**src/rtl/imem_loader_pkg.sv**
```systemverilog
// Shared types and constants for the instruction-memory program loader.
// The FSM state encoding and the image base address live here so every loader file agrees on them.
package loader_pkg;

    typedef enum logic [1:0] {
        IDLE  = 2'd0,
        RECV  = 2'd1,
        WRITE = 2'd2,
        DONE  = 2'd3
    } loader_state_t;

    localparam int          BYTES_PER_WORD = 4;
    localparam logic [31:0] IMEM_BASE      = 32'h0;

endpackage

```
**src/rtl/imem_loader_byte_packer.sv**
```systemverilog
// Packs a byte stream little-endian into 32-bit words: a wrapping byte counter plus a shift register.
// After four pushes, byte n of the word sits in bits [8n+7:8n].
module byte_packer
    import loader_pkg::*;
(
    input  logic        clk,
    input  logic        rst,
    input  logic        clr,
    input  logic        push,
    input  logic [7:0]  byte_in,
    output logic [31:0] word_out,
    output logic        last
);

    localparam int CW = $clog2(BYTES_PER_WORD);

    logic [CW-1:0] byteCnt;

    always_ff @(posedge clk or posedge rst) begin
        if (rst) begin
            byteCnt  <= '0;
            word_out <= '0;
        end else if (clr) begin
            byteCnt  <= '0;
            word_out <= '0;
        end else if (push) begin
            byteCnt  <= byteCnt + 1'b1;
            word_out <= {byte_in, word_out[31:8]};
        end
    end

    // High while the next accepted byte completes the word.
    assign last = (byteCnt == CW'(BYTES_PER_WORD - 1));

endmodule

```
**src/rtl/imem_loader.sv**
```systemverilog
// Write side of instruction memory: streams bytes into words, writes them in order,
// and holds the core in reset until the whole image has been written.
//
//   state | meaning
//   IDLE  | no load in progress, core held in reset
//   RECV  | accepting bytes of the current word
//   WRITE | one-cycle memory write of the packed word
//   DONE  | image complete, core released
module imem_loader
    import loader_pkg::*;
#(
    parameter int WORDS = 1024,
    parameter int AW    = $clog2(WORDS)
) (
    input  logic          clk,
    input  logic          rst,
    input  logic          start,
    input  logic [AW:0]   word_count,
    input  logic          in_valid,
    input  logic [7:0]    in_data,
    output logic          in_ready,
    output logic          mem_we,
    output logic [31:0]   mem_addr,
    output logic [31:0]   mem_wdata,
    output logic          core_rst,
    output logic          busy,
    output logic          done,
    output logic          err,
    output logic [31:0]   checksum
);

    loader_state_t stateQ, stateD;

    logic [AW:0]  wordCnt;
    logic [AW:0]  wordIdx;
    logic [AW:0]  idxNext;
    logic [31:0]  memAddrQ;
    logic [31:0]  memWdataQ;
    logic [31:0]  curAddr;
    logic [31:0]  packWord;
    logic         packLast;
    logic         accept;
    logic         startLegal;
    logic         canStart;
    logic         loadStart;

    byte_packer uPacker (
        .clk      (clk),
        .rst      (rst),
        .clr      (loadStart),
        .push     (accept),
        .byte_in  (in_data),
        .word_out (packWord),
        .last     (packLast)
    );

    always_comb begin
        stateD     = stateQ;
        startLegal = (word_count != '0) && (word_count <= (AW+1)'(WORDS));
        canStart   = (stateQ == IDLE) || (stateQ == DONE);
        loadStart  = canStart && start && startLegal;
        accept     = (stateQ == RECV) && in_valid;
        idxNext    = wordIdx + 1'b1;
        curAddr    = IMEM_BASE + 32'({wordIdx, 2'b00});

        case (stateQ)
            IDLE:    if (loadStart) stateD = RECV;
            RECV:    if (accept && packLast) stateD = WRITE;
            WRITE:   stateD = (idxNext == wordCnt) ? DONE : RECV;
            DONE:    if (start) stateD = startLegal ? RECV : IDLE;
            default: stateD = IDLE;
        endcase
    end

    always_ff @(posedge clk or posedge rst) begin
        if (rst) begin
            stateQ    <= IDLE;
            wordCnt   <= '0;
            wordIdx   <= '0;
            memAddrQ  <= '0;
            memWdataQ <= '0;
            checksum  <= '0;
            err       <= 1'b0;
        end else begin
            stateQ <= stateD;
            if (loadStart) begin
                wordCnt  <= word_count;
                wordIdx  <= '0;
                checksum <= '0;
                err      <= 1'b0;
            end else if (canStart && start) begin
                err <= 1'b1;
            end
            if (stateQ == WRITE) begin
                memAddrQ  <= curAddr;
                memWdataQ <= packWord;
                checksum  <= checksum ^ packWord;
                wordIdx   <= idxNext;
            end
        end
    end

    // Address/data show the live word during WRITE and hold the last written values otherwise.
    assign mem_we    = (stateQ == WRITE);
    assign mem_addr  = (stateQ == WRITE) ? curAddr  : memAddrQ;
    assign mem_wdata = (stateQ == WRITE) ? packWord : memWdataQ;
    assign in_ready  = (stateQ == RECV);
    assign busy      = (stateQ == RECV) || (stateQ == WRITE);
    assign done      = (stateQ == DONE);
    assign core_rst  = (stateQ != DONE);

endmodule

```
**config.mk**
```make
export PLATFORM = sky130hd
export DESIGN_NAME = imem_loader
export DESIGN_NICKNAME = d
export VERILOG_FILES = /design/src/rtl/imem_loader_pkg.sv /design/src/rtl/imem_loader_byte_packer.sv /design/src/rtl/imem_loader.sv
export SDC_FILE = /design/constraint.sdc
export NUM_CORES = 1
export LEC_CHECK = 0
export CORE_ASPECT_RATIO = 2
export CORE_MARGIN = 5
export CORE_UTILIZATION = 47
export DETAILED_ROUTE_END_ITERATION = 6
export GPL_TIMING_DRIVEN = 0
export PLACE_DENSITY = 0.76
export SYNTH_ARGS = -nofsm -noshare
export SYNTH_HDL_FRONTEND = slang
export SYNTH_SLANG_ARGS = --single-unit
```
**constraint.sdc**
```tcl
create_clock -name clk -period 4.7 [get_ports clk]
set_input_delay 0.705 -clock clk [delete_from_list [all_inputs] [get_ports clk]]
set_output_delay 0.705 -clock clk [all_outputs]
set_load 0.01 [all_outputs]
```
; ---- Word level (Yosys, flattened, before mapping)
; Cells that the tools add are included.
[classes]
n_bitwise = 1
n_mux = 18
magnitude_cmp = 1
add_sub_neg = 2
reduce_logical = 13
eq_ne = 9
[op_table]
columns = cell, count
row1 = 2-to-1 mux 32 bit, 6
row2 = bitwise XOR 32 bit, 1
row3 = 2-to-1 mux 11 bit, 2
row4 = 2-to-1 mux 2 bit, 6
row5 = adder 11 x 1 -> 11 bit (second input constant), 1
row6 = == test 11 bit, 1
row7 = less-or-equal comparator 11 bit (second input constant), 1
row8 = nonzero test 11 bit, 1
row9 = one-hot mux 2 bit (4 select lines), 1
row10 = == test 2 bit (second input constant), 3
row11 = inequality test 2 bit (second input constant), 3
row12 = nonzero test 2 bit, 3
row13 = logical AND 1 bit, 5
row14 = 2-to-1 mux 1 bit, 3
row15 = AND reduction 3 bit, 1
row16 = adder 2 x 1 -> 2 bit (second input constant), 1
row17 = == test 2 x 1 -> 1 bit (second input constant), 1
row18 = logical NOT 2 bit, 1
row19 = logical OR 1 bit, 2
row20 = inequality test 2 x 1 -> 1 bit (second input constant), 1
[totals]
in_bits = 23
word_cells = 53
output_inout_bits = 102
regBits = 155

; ---- Logic depth before layout (Yosys ltp)
[depth]
word_depth = 6
ltp_mapped = 8
mapped_depth_nobuf = 7

; ---- Modules after synthesis
; From an unflattened synthesis, not the netlist that was laid out.
[hier_totals]
cells_unflattened = 616
area_unflattened_um2 = 6668.9
[by_module_without_submodules]
columns = mod, area_per_inst_um2, seq_area_each_um2, n_inst, cells_per_inst
row1 = imem_loader, 5246.3, 3027.9, 1, 504
row2 = byte_packer, 1422.6, 850.8, 1, 112

; ---- Worst setup path before layout
; No wires, ideal clock.
[synth_path]
path_type = register to output
start = register stateQ[0]
end = output mem_addr[10]
t_required_ns = 3.995
n_path_buf = 3
path_stages_with_launch = 7
setup_slack_ns = 1.999
t_arrival_ns = 1.996
cell_sequence = dfrtp_1 > inv_1 > ha_1 > clkbuf_1 > clkbuf_1 > buf_1 > mux2_2
[synth_between]
elab_chain_len = 2
[synth_rtl]
columns = item, line
row1 = start: declaration, imem_loader.sv:32  ; loader_state_t stateQ, stateD;
row2 = start signal: assignment, imem_loader.sv:85  ; stateQ <= stateD;
row3 = == test 2 bit, n/a
row4 = via mem_we, imem_loader.sv:22  ; output logic mem_we,
row5 = 2-to-1 mux 32 bit, n/a
row6 = end: declaration, imem_loader.sv:23  ; output logic [31:0] mem_addr,
; The timed path passes the listed nets, and every way through them passes these cells.

; ---- Final worst setup path
[layout_path]
start = register stateQ[0]
end = output mem_wdata[23]
[layout_between]
elab_chain_len = 2
[layout_rtl]
columns = item, line
row1 = == test 2 bit, imem_loader.sv:106  ; assign mem_wdata = (stateQ == WRITE) ? packWord : memWdataQ;
row2 = 2-to-1 mux 32 bit, n/a
row3 = end: declaration, imem_loader.sv:24  ; output logic [31:0] mem_wdata,
; Every way passes these cells.

==> results.toml <==
[outcome]
status = "complete, no violations"

[global_routing]
grt_max_degree = 43
first_global_vias = 5530
grt_usage_pct = 21.95
grt_pass1_wl_um = 28920
grt_antenna_before_repair = 0
grt_remaining_overflow = 0

[synth]
ys.flop_type = "dfrtp_1"
ys_seq_area_share_pct = 56.78
synth_top_area_share_pct = 56.78
synth-seq-cells = 155
synth_common_cells = "dfrtp_1 (155), nand2_1 (139), a21oi_1 (56), mux2_2 (44), o21ai_0 (30)"
synth_area_leaders = "dfrtp_1 (57%), nand2_1 (7.6%), mux2_2 (7.3%), a21oi_1 (4.1%), a31oi_4 (3.1%)"
synth_most_common_cell = "dfrtp_1"
syn-num-nets = 657
yosysWarnings = 0
synth-async-reset-ratio_pct = 100.0
synth_area_mm2 = 0.006832
syn_area_per_cell_um2 = 10.90
netlist.top_cell.by_area = "dfrtp_1"
synth_cells = 627
synth_edf_count = 0
synth_cell_types = 45

[timing]
clock_skew_ps = 6.812
slew_headroom_pct = 40.86
rsz0062_at_grt = "false"
fin_crit_ps = 4222
setup_ws_ps = 478.4
final-hold-violation-count = 0
tightest_slew_ps = 885.2
fin_crit_sh_pct = 89.82
tns_ps = 0
finalSetupViolCount = 0
slew_violations = 0
max_freq_mhz = 236.9

[clocking]
htree_levels = 4
clock_latency_ps = 420
ctsRootBufferMaster = "clkbuf_16"
clkTransAtPathRegs_ps = 70
cts_sinks = 155
clockBufferDepth = 2
cts_made_buffers = 17
cts_setup_buffers = 0
cts_hold_buf = 0
tritoncts = "done"
post_cts_resize_count = 0

[critical_path]
worstPathArrival_ps = 3520
cp_max_fo = 10
crit_end = "mem_wdata[23]"
cp-end-kind = "primary output"
startpoint_type = "flip-flop"
rrSetupSlack_ps = 1950
worst-setup-path-type = "flip-flop to primary output"
r2r-end = "wordIdx[2]"
startpoint = "stateQ[0]"
required_ps = 3990
worstRegToRegCells = 7
rr_startpoint = "stateQ[0]"

[drt]
drt_iter0_markers = 219
routed_wl_um = 17810
dr.pass1.iters = 5
wl_per_cell_um = 18.21
antenna_left = 0
via_per_inst = 5.296
drc = 0
vias = 5179

[placed_design]
io_buffer_count = 124
dpl.hpwl_um = 13280
gp_congestion = 0.8054
dp_worst_setup_slack_ps = 873.5

[floorplanning]
dieHeight_um = 180.5
die_x_um = 95.25
die_area_mm2 = 0.01719
start_util_pct = 47.60
rows = 62
core_area_mm2 = 0.01435
pin_count = 125

[power]
power.total_mw = 6.014
cellPowerDensity_mw_per_mm2 = 665.7
leakage_nw = 4.007
ir_drop_v = 0.0004028

[finish]
diodes = 0
multi_input_area_mm2 = 0.002734
nNetsFinal = 803
register_area_mm2 = 0.003879
syn_to_final_growth_pct = 32.23
drive_above_1_share_pct = 13.87
fill_cells = 1151

[min_path]
hold_class = "flip-flop to flip-flop"
hold_path.startpoint = "checksum[9]"

[run]
drv_cap = 0
through the flow:
stage | util, % | cell area, um^2 | std cells | hold WS (ps)
after floorplan | - | 6835 | 627 | 465.2
after global placement | 57.95 | 8317 | 943 | 468.8
after detailed placement | 58.37 | 8377 | 946 | 472.1
after CTS | 62.95 | 9034 | 978 | 480.5
after global routing | 62.95 | 9034 | 978 | 502.6
final | 62.95 | 9034 | 978 | 480.7
layer usage:
metal	global-route usage, %	wire (um)	vias up
met3	4.388	718	37
met4	9.427	604	0
li1	-	-	2402
met5	0	0	-
met2	40.27	10180	172
met1	23.50	6299	2568
critical path, cell delays in order (launching register included):
cell,delay (ps)
dfrtp_1,440
inv_1,150
ha_1,240
clkbuf_1,310
clkbuf_1,440
buf_1,600
mux2_2,420
clkdlybuf4s50_1,490
power by group:
group / switching, mW / internal (mW) / total [mW]
combinational: 1.21 / 1.13 / 2.34
clock: 0.600 / 0.911 / 1.51
sequential: 0.386 / 1.77 / 2.16
worst min path at each step:
stage	endpoint	slack, ps	cells past startpoint
4_1_cts	checksum[9]	480	1
5_1_grt	checksum[9]	500	1
3_5_place_dp	checksum[9]	470	1
3_3_place_gp	checksum[4]	470	1
6_report	checksum[9]	480	1
2_1_floorplan	wordCnt[4]	470	2
cells in the final DEF (no fill, tap or decap), types with 11 or more instances in the layout:
cell type	instances
dfrtp_1	155
nand2_1	139
clkdlybuf4s50_1	124
a21oi_1	56
mux2_2	44
o21ai_0	30
nor2b_1	25
clkbuf_1	23
xor2_1	23
clkbuf_16	17
nand2b_1	16
nor2_1	11
a31oi_1	11
layout make-up:
type                            instances  share of cell area [%]
Clock inverter                         15                   2.562
Inverter                                8                  0.3740
Clock buffer                           17                   4.709
Tap cell                              192                   2.659
Timing Repair Buffer                  127                   14.40
Sequential cell                       155                   42.94
Buffer                                 40                   2.091
Multi-Input combinational cell        424                   30.26
state kept, by name, summed over array words and instances, names as in the netlist:
| name | cells |
|---|---|
| wordCnt | 11 |
| stateQ | 2 |
| uPacker.byteCnt | 2 |
| uPacker.word_out | 32 |
| wordIdx | 11 |
| checksum | 32 |
| err | 1 |
| memWdataQ | 32 |
| memAddrQ | 32 |
kinds of logic after synthesis:
kind of cell | share of synthesized area (%)
simple gates | 14.91
flops | 56.78
compound gates | 12.03
buf+inv | 3.205
mux | 7.692
xor+xnor | 4.103
fa+ha+maj | 1.282
No activity file was read; power rests on OpenSTA's default activity.
